**src/rtl/restador_pkg.sv**
```systemverilog
// Shared types and constants for the restador down-counter control slice.
package restador_pkg;

  typedef enum logic [1:0] {READY, LOAD, PRESS, REPEAT} ctrl_state_t;

  localparam int DEB_CYCLES_BOARD = 500000;
  localparam int DEB_CYCLES_SIM   = 16;

  function automatic int max3(input int a, input int b, input int c);
    int m;
    m = (a > b) ? a : b;
    return (m > c) ? m : c;
  endfunction

endpackage

```
**src/rtl/restador_btn_conditioner.sv**
```systemverilog
// Raw push-button to clean level plus a one-cycle pulse on each accepted press.
module btn_conditioner
  import restador_pkg::*;
#(
  parameter int DEB_CYCLES = DEB_CYCLES_SIM,
  parameter int CNT_W      = $clog2(DEB_CYCLES) + 1
) (
  input  logic clk,
  input  logic rst,
  input  logic raw,
  output logic level,
  output logic pulse
);

  logic             sync_q1;
  logic             sync_q2;
  logic             level_d;
  logic [CNT_W-1:0] stable_cnt;

  // NOTE: all state uses <= so every flop samples pre-edge values; blocking
  // assignments here would merge the two synchronizer stages into one.
  always_ff @(posedge clk or posedge rst) begin
    if (rst) begin
      sync_q1    <= 1'b0;
      sync_q2    <= 1'b0;
      level      <= 1'b0;
      level_d    <= 1'b0;
      stable_cnt <= '0;
    end else begin
      sync_q1 <= raw;
      sync_q2 <= sync_q1;
      level_d <= level;
      // Count consecutive samples disagreeing with the accepted level.
      if (sync_q2 == level) begin
        stable_cnt <= '0;
      end else if (stable_cnt == CNT_W'(DEB_CYCLES - 1)) begin
        level      <= sync_q2;
        stable_cnt <= '0;
      end else begin
        stable_cnt <= stable_cnt + 1'b1;
      end
    end
  end

  assign pulse = level & ~level_d;

endmodule

```
**src/rtl/restador_ctrl.sv**
```systemverilog
// Button-to-strobe control FSM for the down-counter datapath: load, decrement,
// hold-to-repeat and zero/underflow policy.
module restador_ctrl
  import restador_pkg::*;
#(
  parameter int N            = 6,
  parameter int DEB_CYCLES   = DEB_CYCLES_SIM,
  parameter int REPEAT_DELAY = 8,
  parameter int REPEAT_RATE  = 4,
  parameter bit WRAP         = 1'b0
) (
  input  logic         clk,
  input  logic         rst,
  input  logic         btn_sub,
  input  logic         btn_load,
  input  logic [N-1:0] cur_value,
  output logic         load_o,
  output logic         dec_o,
  output logic         zero_o,
  output logic         underflow_o,
  output logic         busy_o
);

  localparam int CNT_W = $clog2(max3(DEB_CYCLES, REPEAT_DELAY, REPEAT_RATE)) + 1;

  if (REPEAT_RATE < 2) begin : g_rate_check
    $error("restador_ctrl: REPEAT_RATE must be >= 2");
  end

  logic sub_level, sub_pulse;
  logic load_level_unused, load_pulse;

  btn_conditioner #(.DEB_CYCLES(DEB_CYCLES), .CNT_W(CNT_W)) u_sub (
    .clk(clk), .rst(rst), .raw(btn_sub), .level(sub_level), .pulse(sub_pulse)
  );

  btn_conditioner #(.DEB_CYCLES(DEB_CYCLES), .CNT_W(CNT_W)) u_load (
    .clk(clk), .rst(rst), .raw(btn_load), .level(load_level_unused), .pulse(load_pulse)
  );

  ctrl_state_t      state, state_nxt;
  logic [CNT_W-1:0] cnt, cnt_nxt;
  logic             attempt;
  logic             dec_nxt, uf_nxt;

  // NOTE: every signal driven here gets a default first, so no path leaves
  // one unassigned and no latch is inferred.
  always_comb begin
    state_nxt = state;
    cnt_nxt   = cnt;
    attempt   = 1'b0;
    unique case (state)
      READY: begin
        if (load_pulse) begin
          state_nxt = LOAD;
        end else if (sub_pulse) begin
          attempt   = 1'b1;
          cnt_nxt   = '0;
          state_nxt = PRESS;
        end
      end
      LOAD: state_nxt = READY;
      PRESS: begin
        if (load_pulse) begin
          state_nxt = LOAD;
        end else if (!sub_level) begin
          state_nxt = READY;
        end else if (cnt >= CNT_W'(REPEAT_DELAY - 1)) begin
          attempt   = 1'b1;
          cnt_nxt   = '0;
          state_nxt = REPEAT;
        end else begin
          cnt_nxt = cnt + 1'b1;
        end
      end
      REPEAT: begin
        if (load_pulse) begin
          state_nxt = LOAD;
        end else if (!sub_level) begin
          state_nxt = READY;
        end else if (cnt >= CNT_W'(REPEAT_RATE - 1)) begin
          attempt = 1'b1;
          cnt_nxt = '0;
        end else begin
          cnt_nxt = cnt + 1'b1;
        end
      end
      default: state_nxt = READY;
    endcase
    // A refused decrement at zero still reports underflow; wrap mode decrements anyway.
    dec_nxt = attempt & ((cur_value != '0) | WRAP);
    uf_nxt  = attempt & (cur_value == '0);
  end

  always_ff @(posedge clk or posedge rst) begin
    if (rst) begin
      state       <= READY;
      cnt         <= '0;
      dec_o       <= 1'b0;
      underflow_o <= 1'b0;
    end else begin
      state       <= state_nxt;
      cnt         <= cnt_nxt;
      dec_o       <= dec_nxt;
      underflow_o <= uf_nxt;
    end
  end

  assign load_o = (state == LOAD);
  assign busy_o = (state == PRESS) || (state == REPEAT);
  assign zero_o = (cur_value == '0);

endmodule
```
**config.mk**
```make
export PLATFORM = sky130hd
export DESIGN_NAME = restador_ctrl
export DESIGN_NICKNAME = d
export VERILOG_FILES = /design/src/rtl/restador_pkg.sv /design/src/rtl/restador_btn_conditioner.sv /design/src/rtl/restador_ctrl.sv
export SDC_FILE = /design/constraint.sdc
export NUM_CORES = 1
export LEC_CHECK = 0
export CAP_MARGIN = 40
export CORE_ASPECT_RATIO = 1.2
export CORE_MARGIN = 1
export CORE_UTILIZATION = 45
export CTS_CLUSTER_DIAMETER = 120
export DETAILED_ROUTE_END_ITERATION = 6
export PLACE_DENSITY = 0.67
export RECOVER_POWER = 25
export SYNTH_ARGS = -nofsm -noshare
export SYNTH_HDL_FRONTEND = slang
export SYNTH_HIERARCHICAL = 1
export SYNTH_SLANG_ARGS = --single-unit
```
**constraint.sdc**
```tcl
create_clock -name clk -period 2.4 [get_ports clk]
set_input_delay 0.24 -clock clk [delete_from_list [all_inputs] [get_ports clk]]
set_output_delay 0.24 -clock clk [all_outputs]
set_load 0.03 [all_outputs]
```
## Yosys cells after proc, flatten, opt, wreduce, memory -nomap -nowiden

Index checks and enable logic that the tools add are counted.

| word-level totals | value |
|---|---|
| bits of input ports | 10 |
| logic and storage cells | 82 |
| output and inout port bits | 5 |
| flip-flop bits (word level) | 27 |

| operators by class | value |
|---|---|
| bitwise logic cells | 8 |
| mux-type cells | 30 |
| reduce and logical (&&, ||, !) cells | 9 |
| $lt $le $gt $ge | 2 |
| add/subtract/negate cells | 3 |
| eq/ne operators | 16 |

Operators by type and width:

| kind | number |
|---|---|
| 5-bit two-way mux | 12 |
| 5-bit by 1-bit adder with 5-bit output, second input constant | 3 |
| 5-bit case mux with 3 select lines | 1 |
| 2-bit two-way mux | 7 |
| 5-bit by 4-bit == test with 1-bit output, second input constant | 2 |
| 1-bit two-way mux | 8 |
| 2-bit inequality test, second input constant | 4 |
| 2-bit case mux with 4 select lines | 1 |
| 7-bit AND reduction | 1 |
| 6-bit zero test | 1 |
| 3-bit inequality test, second input constant | 2 |
| 6-bit nonzero test | 1 |
| 5-bit by 2-bit >= comparator with 1-bit output, second input constant | 1 |
| 5-bit by 3-bit >= comparator with 1-bit output, second input constant | 1 |
| 1-bit AND | 4 |
| 2-bit == test, second input constant | 2 |
| 2-bit by 1-bit inequality test with 1-bit output, second input constant | 2 |
| 4-bit inequality test, second input constant | 1 |
| 1-bit NOT | 4 |
| 2-bit AND reduction | 2 |
| 1-bit case mux with 3 select lines | 1 |
| 3-bit AND reduction | 1 |
| 3-bit nonzero test | 1 |
| 1-bit == test | 2 |
| 3 further kinds | 3 |

## Longest topological paths before layout

| depth | value |
|---|---|
| word-level depth | 6 |
| depth in mapped cells | 5 |
| mapped depth without buffers | 5 |

## Hierarchy

Netlist, hierarchy kept.

Modules (own cells, without submodules):

| module | times used | cells each | area an instance (µm²) | seq. area each (µm²) |
|---|---|---|---|---|
| btn_conditioner | 2 | 26 | 342.8 | 225.2 |
| restador_ctrl | 1 | 50 | 490.5 | 225.2 |

## Worst setup path after synthesis

No wires, ideal clock.

| timing path | value |
|---|---|
| kind | flip-flop to flip-flop |
| start | register u_sub.level |
| end | register dec_o |
| setup time | 99 ps |
| arrival | 1336 ps |
| buffers on the path | 0 |
| stages on the path, launching flop included | 5 |
| period minus slack after synthesis | 1436 ps |
| required time | 2301 ps |
| setup slack | 964 ps |
| cells stage by stage | dfrtp_1 nor2b_1 or3b_4 a21o_1 a311oi_1 |

| between the ends | value |
|---|---|
| word-level cells in the longest chain between the ends | 5 |
| elaborated cells on any way between the ends | 9 |
| classes of those cells | 7 x mux; 2 x bitwise |

RTL lines:

| element | RTL line | text |
|---|---|---|
| start: declaration | restador_btn_conditioner.sv:11 | `output logic level,` |
| start signal: assignment | restador_btn_conditioner.sv:37 | `level <= sync_q2;` |
| 1-bit AND | restador_btn_conditioner.sv:45 | `assign pulse = level & ~level_d;` |
| via sub_pulse | restador_ctrl.sv:30 | `logic sub_level, sub_pulse;` |
| 1-bit two-way mux | restador_ctrl.sv:56 | `end else if (sub_pulse) begin` |
| 1-bit two-way mux | restador_ctrl.sv:54 | `if (load_pulse) begin` |
| 1-bit case mux with 3 select lines | restador_ctrl.sv:52 | `unique case (state)` |
| 1-bit AND | restador_ctrl.sv:91 | `dec_nxt = attempt & ((cur_value != '0) \| WRAP);` |
| via dec_nxt | restador_ctrl.sv:44 | `logic dec_nxt, uf_nxt;` |
| end signal: assignment | restador_ctrl.sv:104 | `dec_o <= dec_nxt;` |
| end: declaration | restador_ctrl.sv:18 | `output logic dec_o,` |

The timed path passes the listed nets, and every way through them passes these cells.
A chain may end at the register's enable or synchronous reset.

## Final worst setup path

| timing path | value |
|---|---|
| start | register state[0] |
| end | output port load_o |

| between the ends | value |
|---|---|
| word-level cells in the longest chain between the ends | 1 |

RTL lines:

| element | RTL line | text |
|---|---|---|
| start: declaration | restador_ctrl.sv:41 | `ctrl_state_t state, state_nxt;` |
| start signal: assignment | restador_ctrl.sv:102 | `state <= state_nxt;` |
| 2-bit by 1-bit == test with 1-bit output | restador_ctrl.sv:109 | `assign load_o = (state == LOAD);` |
| end: declaration | restador_ctrl.sv:17 | `output logic load_o,` |

Every way passes these cells.

==> metrics.csv <==
stage,metric,value,unit
global_route,grt_pass1_wl,3420,µm
synth,ys_seq_elements,27,
setup_path,worstPathRequired,2.16,ns
job,cap_viol_max_count,0,
synth,seq_area_frac_synth,57.4,%
sta,layout_min_cycle_time,1.90,ns
synth,avgSynthCellArea,11.5,µm²
synth,synthesis.nets,115,
floorplanning,die_w,48.7,µm
cts,clkSinkCount,27,
sta,worst_slew_pin_slew,0.635,ns
synth,ys_types,30,
cells_and_area,n_antenna_cell,0,
cts,cts.repair.resized,0,
floorplanning,initial_utilization,49.5,%
setup_path,cp-end-kind,primary output,
cts,clock_path_buffers,2,
sta,setup_viol,0,
detailed_routing,ant_nets,0,
setup_path,criticalPathCategory,register to primary output,
status,outcome,"finished, final reports clean",
setup_path,cp.arrival,1.66,ns
sta,finalClockSkew,0.00680,ns
power,p_leak,0.000677,µW
sta,hold_violations,0,
placement,gp_congestion,0.799,
detailed_routing,drt-initial-drc-count,11,
sta,tns,0,ns
sta,finalMaxSlewViolations,0,
floorplanning,die_area,2820,µm²
global_route,track_usage,16.1,%
setup_path,crit_path_max_fanout,6,
detailed_routing,wl,1870,µm
cts,cts_hold_buf,0,
sta,fmax,0.528,GHz
cells_and_area,fin_util,57.9,%
synth,synth_cells,102,
hold_path,hold_path_class,input port to asynchronous set/reset pin,
sta,period_share,79.0,%
floorplanning,core-area,2380,µm²
placement,dp_hpwl,1400,µm
cts,cts_tree,built,
power,p_seq_share,66.2,%
cts,clock_latency,0.32,ns
detailed_routing,drt_pass1_iterations,4,
global_route,grt_overflow_total,0,
global_route,grt_max_degree,15,
cells_and_area,regArea,676,µm²
cts,htree_num_levels,1,
power,internal_power,554,µW
synth,synthFlopType,dfrtp_1,
floorplanning,dieHeight,58.0,µm
cells_and_area,finalNonFillerCells,150,
detailed_routing,wl_per_cell,12.5,µm
placement,placedCellCount,146,
detailed_routing,drc,0,
cells_and_area,nNetsFinal,133,
floorplanning,io_pins,15,
power,p_sw,162,µW
global_route,grt_pass1_vias,846,
detailed_routing,vias,794,
cts,cts_setup_buffers,0,
cts,numCtsBuffers,3,
power,p_per_area,520,nW/µm²
cells_and_area,drive_above_1_share,10.1,%
detailed_routing,viasPerCell,5.29,
cells_and_area,multiInputGateArea,463,µm²
cts,ctsRootBufferMaster,clkbuf_4,
sta,slew_headroom,57.5,%
synth,yosysWarnings,6,
synth,synthArstFlopShare,100,%
cells_and_area,area_delta_synth_final,17.1,%
power,pwr-share-clk,27.5,%
cts,path_clk_slew,0.15,ns
power,swShare,22.7,%
sta,holdWs,0.368,ns
power,vdd_drop_max,0.000388,V
synth,synth_edf_count,0,
placement,io_buffer_count,14,
cells_and_area,fillers,214,
synth,syn-cell-area,1180,µm²
power,power.total,716,µW
floorplanning,placementRows,19,
power,power_frac_comb,6.2,%
sta,rsz0062_at_grt,false,
setup_path,critPathLaunchType,register,
setup_path,ff2ff_path_depth,4,
global_route,grt_antenna_before_repair,0,
[worst max-delay path, cell delays in order (launching register included)]
cell,delay (ns)
dfrtp_1,0.46
inv_1,0.10
nor2_1,0.11
clkdlybuf4s50_1,0.67
[power groups by stage]
stage                     Clock, µW  Combinational [µW]  Sequential (µW)
final                           197                44.6              474
after global routing            219                51.8              476
after CTS                       203                47.1              474
after detailed placement          0                46.8              483
after global placement            0                44.9              482
after floorplan                   0                25.6              481
[synth_stat cells (all sizes together), types with 3 or more instances]
master / count / area (µm²)
and2: 4 / 26.3
dfrtp: 27 / 676
ha: 3 / 37.5
inv: 9 / 33.8
nand3: 6 / 40.0
nand4: 3 / 18.8
nor2: 13 / 53.8
nor2b: 3 / 18.8
o21ai: 5 / 32.5
xor2: 6 / 52.6
[sequential cells by signal, indices dropped and copies added (netlist names), 2 cells and up]
signal,count
cnt,5
state,2
u_load/stable_cnt,5
u_sub/stable_cnt,5
[logic make-up after synthesis]
family | Yosys count | share of synthesized area [%]
AND/OR/NAND/NOR | 37 | 18.1
flip-flops | 27 | 57.4
AO/OA/AOI/OAI | 17 | 11.7
buffers and inverters | 10 | 3.19
XOR/XNOR | 6 | 4.47
adder cells (fa/ha/maj) | 3 | 3.19
multiplexers | 2 | 1.91
[stage by stage]
step / worst slack, ns / cell area (µm²)
2_1_floorplan: 0.964 / 1180
6_report: 0.505 / 1380
3_3_place_gp: 0.590 / 1350
5_1_grt: 0.405 / 1380
3_5_place_dp: 0.557 / 1350
4_1_cts: 0.486 / 1380
[layout by cell type (no fill, tap or decap), types with 2 or more instances in the layout]
| cell | instances |
|---|---|
| dfrtp_1 | 27 |
| nor2_1 | 11 |
| clkdlybuf4s50_1 | 11 |
| inv_1 | 9 |
| xor2_1 | 6 |
| nand3_1 | 4 |
| o21ai_0 | 3 |
| nor2b_1 | 3 |
| and2_1 | 3 |
| nand4_1 | 3 |
| ha_1 | 3 |
| clkbuf_4 | 3 |
| dlygate4sd3_1 | 3 |
| a21o_1 | 2 |
| nand2_1 | 2 |
| nor3b_1 | 2 |
| a32o_1 | 2 |
| a311oi_1 | 2 |
| nand3_2 | 2 |
| mux2_1 | 2 |
| o21ai_2 | 2 |
| nor2_2 | 2 |
| and3_1 | 2 |
[final cells by class]
cell class                 count  share of cell area [%]
timing repair buffer          14                    10.2
multi-input combinational     65                    33.6
clock buffer                   4                    1.91
tap                           31                    2.82
sequential                    27                    49.0
inverter                       9                    2.45
[final timing paths]
check                                    start                   to  slack (ns)
worst max register to register          cnt[0]             state[0]        0.79
worst min-delay path                       rst  u_sub/stable_cnt[2]        0.37
worst min register to register  u_load/sync_q1       u_load/sync_q2        0.38
min in group clk                u_load/sync_q1       u_load/sync_q2        0.38
max in group asynchronous                  rst          underflow_o        1.76
worst max-delay path                  state[0]               load_o        0.50
[metal layers]
| metal | part of all wire (%) | track usage, % |
|---|---|---|
| met4 | 0.86 | 8.82 |
| met3 | 3.3 | 3.15 |
| met1 | 42 | 17.4 |
| met5 | 0 | 0 |
| met2 | 54 | 29.4 |
No activity file was read; power rests on OpenSTA's default activity.
==> variant 1, RTL diff (same flow settings) <==
The 4 states of `ctrl_state_t` get a Gray code encoding in 2 bits.
--- a/src/rtl/restador_pkg.sv
+++ b/src/rtl/restador_pkg.sv
@@ -1,7 +1,7 @@
 // Shared types and constants for the restador down-counter control slice.
 package restador_pkg;
 
-  typedef enum logic [1:0] {READY, LOAD, PRESS, REPEAT} ctrl_state_t;
+  typedef enum logic [1:0] {READY = 2'b00, LOAD = 2'b01, PRESS = 2'b11, REPEAT = 2'b10} ctrl_state_t;
 
   localparam int DEB_CYCLES_BOARD = 500000;
   localparam int DEB_CYCLES_SIM   = 16;
Behaviour: no difference found for any inputs over 10 cycles, from zero or initial values and one cycle with rst high; not proved beyond that.
==> variant 1 against the original RTL <==
Area after synthesis fell by 2.7%. Routed wire length fell by 5.4%. Via count fell by 8.4%. Clock skew fell by 0.0055 ns. Cell count fell by 3.3%. Total power fell by 0.74%. Utilization fell by 0.69 points. Largest cell class unchanged. Worst setup slack got worse by 0.0049 ns. Clock power fell by 3%. Sequential cell count did not move. Highest routed layer unchanged. Fmax fell by 0.26%. Largest power group unchanged. Design area fell by 2.2%. Global-route usage rose by 0.66 points.
==> variant 1: results (changes against the original RTL) <==
Post-CTS Setup Inserts: 0 (unchanged)
Synth cell types: 31 (+3.3%)
Pin count of the biggest net entering global routing: 16 (+1)
Tcrit/Tclk final: 79.2% (+0.20 points)
Reg2reg setup slack: 0.67 ns (-0.12 ns)
Inserted Diodes: 0 (unchanged)
RR Startpoint: u_sub/level
Area contributors post-synth: dfrtp_1 (59%), xor2_1 (4.6%), ha_1 (3.3%)
Clock Tree Root: clkbuf_4
Final net count: 128 (-3.8%)
Fillcell total: 200 (-6.5%)
Outcome: finished, final reports clean
Switching share of power: 22.5% (-0.20 points)
CP arrival: 1.66 ns (about the same)
Reg2reg end: dec_o
Seq/Total Area, Yosys: 59.0% (+1.6 points)
CP max FO: 6 (unchanged)
Cts repair resizes: 0 (unchanged)
Worst R2R Path Depth: 4 (unchanged)
Setup crit end: load_o
Port bufs: 14 (unchanged)
PwrDens: 527 nW/um^2 (+1.5%)
Tightest Hold Check Type: input pin to async pin
Global-route wire length before repair: 3.29 mm (-3.6%)
Placed inst area: 1320 sq um (-2.3%)
Vias: 727 (-8.4%)
Drt initial violations: 13 (+2)
Worst-Skew Late Latency: 0.32 ns (about the same)
Synth Warn #: 6 (unchanged)
GP Congestion: 0.744 (-6.9%)
Setup crit start: state[0]
Share of cells above drive strength 1: 12.3% (+2.2 points)
Synth Net Count: 110 (-4.3%)
Drt total wl: 1.77 mm (-5.4%)
Global Route Usage Sum: 16.7% (+0.66 points)
Ys async rst share: 100% (unchanged)
Vias in the first global route: 792 (-6.4%)
P_leak: 0.696 nW (+2.8%)
Synth top cells by count: dfrtp_1 (27), nor2_1 (9), inv_1 (8)
Die width: 48.0 um (-1.3%)
CTS Buffer Depth: 2 (unchanged)
Worst slew pin tran: 0.464 ns (-0.171 ns)
Post-Place Worst Slack: 0.557 ns (-0.000133 ns)
DRT Pass-1 Iters: 5 (+1)
Peak VDD IR: 0.000500 V (+29%)
Hold Vio Cnt, Final: 0 (unchanged)
Hpwl dp: 1.37 mm (-2.6%)
Initial antenna violation count: 0 (unchanged)
Clk_skew: 0.00129 ns (-0.00551 ns)
Biggest regs: cnt: 5 flops, u_load/stable_cnt: 5 flops, u_sub/stable_cnt: 5 flops
variant 1: cell types whose count changed in the layout (fill, tap and decap cells not counted), moves of 2 or more:
cell      delta
nor2_1       -2
and3_1       +3
a21oi_1      +2
o21ai_0      -2
a311oi_1     -2
a32o_1       -2
nand2_1      -2
variant 1: per-layer routing:
layer  share of wire [%]  global-route usage (%)
met2                  51                    26.6
met3                 1.9                    2.85
met5                   0                       0
met4                 1.0                    7.14
met1                  46                    21.8
variant 1: cells by family (layout without fill, tap and decap cells):
| group | count (synthesis) | in the layout | synth area share [%] |
|---|---|---|---|
| xor gates and xnor gates | 6 | 6 | 4.59 |
| muxes | 2 | 2 | 1.97 |
| AOI/OAI and AO/OA | 14 | 14 | 8.96 |
| adders and majority gates | 3 | 3 | 3.28 |
| DFF | 27 | 27 | 59.0 |
| and+or+nand+nor | 35 | 35 | 18.9 |
| buffers and inverters | 10 | 27 | 3.28 |
variant 1: worst max-delay path, cell delays in order (launching register included):
cell and delay [ns]:
dfrtp_1 0.46, nor2b_1 0.19, clkdlybuf4s50_1 0.69
variant 1: final cells by class:
cell class              instances  share of cell area [%]
clock buffers                   3                    1.67
clock inverters                 1                   0.371
multi-input cells              60                    32.0
flip-flops and latches         27                    50.1
repair buffers                 14                    10.4
well taps                      31                    2.88
inverters                       9                    2.51
variant 1: power by group through the flow:
stage / clock network [W] / logic [W] / registers, W
floorplan: 0 / 0.0000256 / 0.000482
global placement: 0 / 0.0000452 / 0.000483
detailed placement: 0 / 0.0000466 / 0.000483
CTS: 0.000198 / 0.0000467 / 0.000475
global route: 0.000216 / 0.0000523 / 0.000476
finish: 0.000192 / 0.0000444 / 0.000474
variant 1: worst min path at each step:
stage               depth (start not counted)           from              to  slack [ns]
floorplan                                   1            rst          cnt[0]        0.07
global placement                            0  u_sub/sync_q1   u_sub/sync_q2        0.34
detailed placement                          0  u_sub/sync_q1   u_sub/sync_q2        0.34
CTS                                         2            rst  u_load/level_d        0.24
global route                                2            rst  u_load/level_d        0.37
finish                                      2            rst  u_load/level_d        0.35
variant 1: metrics by stage:
stage / instances / total power, W
CTS: 145 / 0.000719
floorplan: 97 / 0.000507
global placement: 141 / 0.000528
global route: 145 / 0.000743
finish: 145 / 0.000711
detailed placement: 141 / 0.000530
==> variant 2, RTL diff (config.mk and constraints unchanged) <==
Without the edit above. `WRAP`: 1'b0 -> 1'b1.
--- a/src/rtl/restador_ctrl.sv
+++ b/src/rtl/restador_ctrl.sv
@@ -7,7 +7,7 @@
   parameter int DEB_CYCLES   = DEB_CYCLES_SIM,
   parameter int REPEAT_DELAY = 8,
   parameter int REPEAT_RATE  = 4,
-  parameter bit WRAP         = 1'b0
+  parameter bit WRAP         = 1'b1
 ) (
   input  logic         clk,
   input  logic         rst,
Check against the original RTL: same outputs for any inputs over 10 cycles, from zero or initial values and one cycle with rst high; that may be too few to reach the edited logic, so the function may still have changed.
==> variant 2 against the original RTL <==
Via count decreased by 8.3%. Sequential cell count is the same. Total power fell by 1.3%. Routed wire length down 2.5%. Synthesized cell count fell by 5.9%. Area after synthesis is 3.8% lower. Design area is 3.3% lower. Critical endpoint is now zero_o. Clock skew fell by 0.0015 ns. First-iteration DRC count decreased by 36%. Largest power group unchanged. Worst setup slack got worse by 0.20 ns.
==> variant 2: results (changes against the original RTL) <==
Non-Filler Instances: 144 (-4.0%)
Outcome: finished, final reports clean
Mean post-synth cell area: 11.8 sq um (+2.2%)
Fillcell total: 228 (+6.5%)
Reg2reg setup slack: 0.77 ns (-0.02 ns)
Seq/Total Area, Yosys: 59.7% (+2.3 points)
Synth top cells by count: dfrtp_1 (27), nor2_1 (8), inv_1 (7)
Clk pwr: 0.000188 W (-5%)
Vias: 728 (-8.3%)
Reg2reg end: cnt[2]
Setup crit end: zero_o
Global Route Usage Sum: 15.7% (-0.36 points)
Pin count of the biggest net entering global routing: 16 (+1)
RR Startpoint: u_sub/level
Post-Place Worst Slack: -0.0163 ns (-0.574 ns)
Cts repair resizes: 1 (+1)
Final hold slack: 0.353 ns (-0.0151 ns)
Clock-cell share: 2.07% (+0.16 points)
Sequential cell area share: 50.7% (+1.7 points)
CP max-delay cell: or4_1
Multi-input logic area: 420 sq um (-9.2%)
CP max FO: 2 (-4)
P_int: 0.000550 W (-0.58%)
Peak VDD IR: 0.000436 V (+12%)
Layout area overhead: 17.8%
Area contributors post-synth: dfrtp_1 (60%), xor2_1 (4.6%), ha_1 (3.3%)
Drt total wl: 1.82 mm (-2.5%)
variant 2: cell types whose count changed after synthesis, moves of 3 or more:
cell / change
and3_1: +3
nand4_1: -3
nor2_1: -3
o21ai_0: -3
variant 2: cells by family (layout without fill, tap and decap cells):
logic type / after synthesis / count (layout) / share of synthesized area (%)
XOR/XNOR: 6 / 6 / 4.65
buffers and inverters: 9 / 26 / 3.10
adder cells (fa/ha/maj): 3 / 3 / 3.32
AND/OR/NAND/NOR: 38 / 38 / 20.1
flip-flops: 27 / 27 / 59.7
AO/OA/AOI/OAI: 11 / 11 / 7.08
multiplexers: 2 / 2 / 1.99
variant 2: per-layer routing:
| layer | track usage (%) | part of all wire, % |
|---|---|---|
| met1 | 17.8 | 44 |
| met2 | 27.0 | 54 |
| met3 | 2.89 | 1.8 |
| met4 | 7.14 | 0.77 |
| met5 | 0 | 0 |
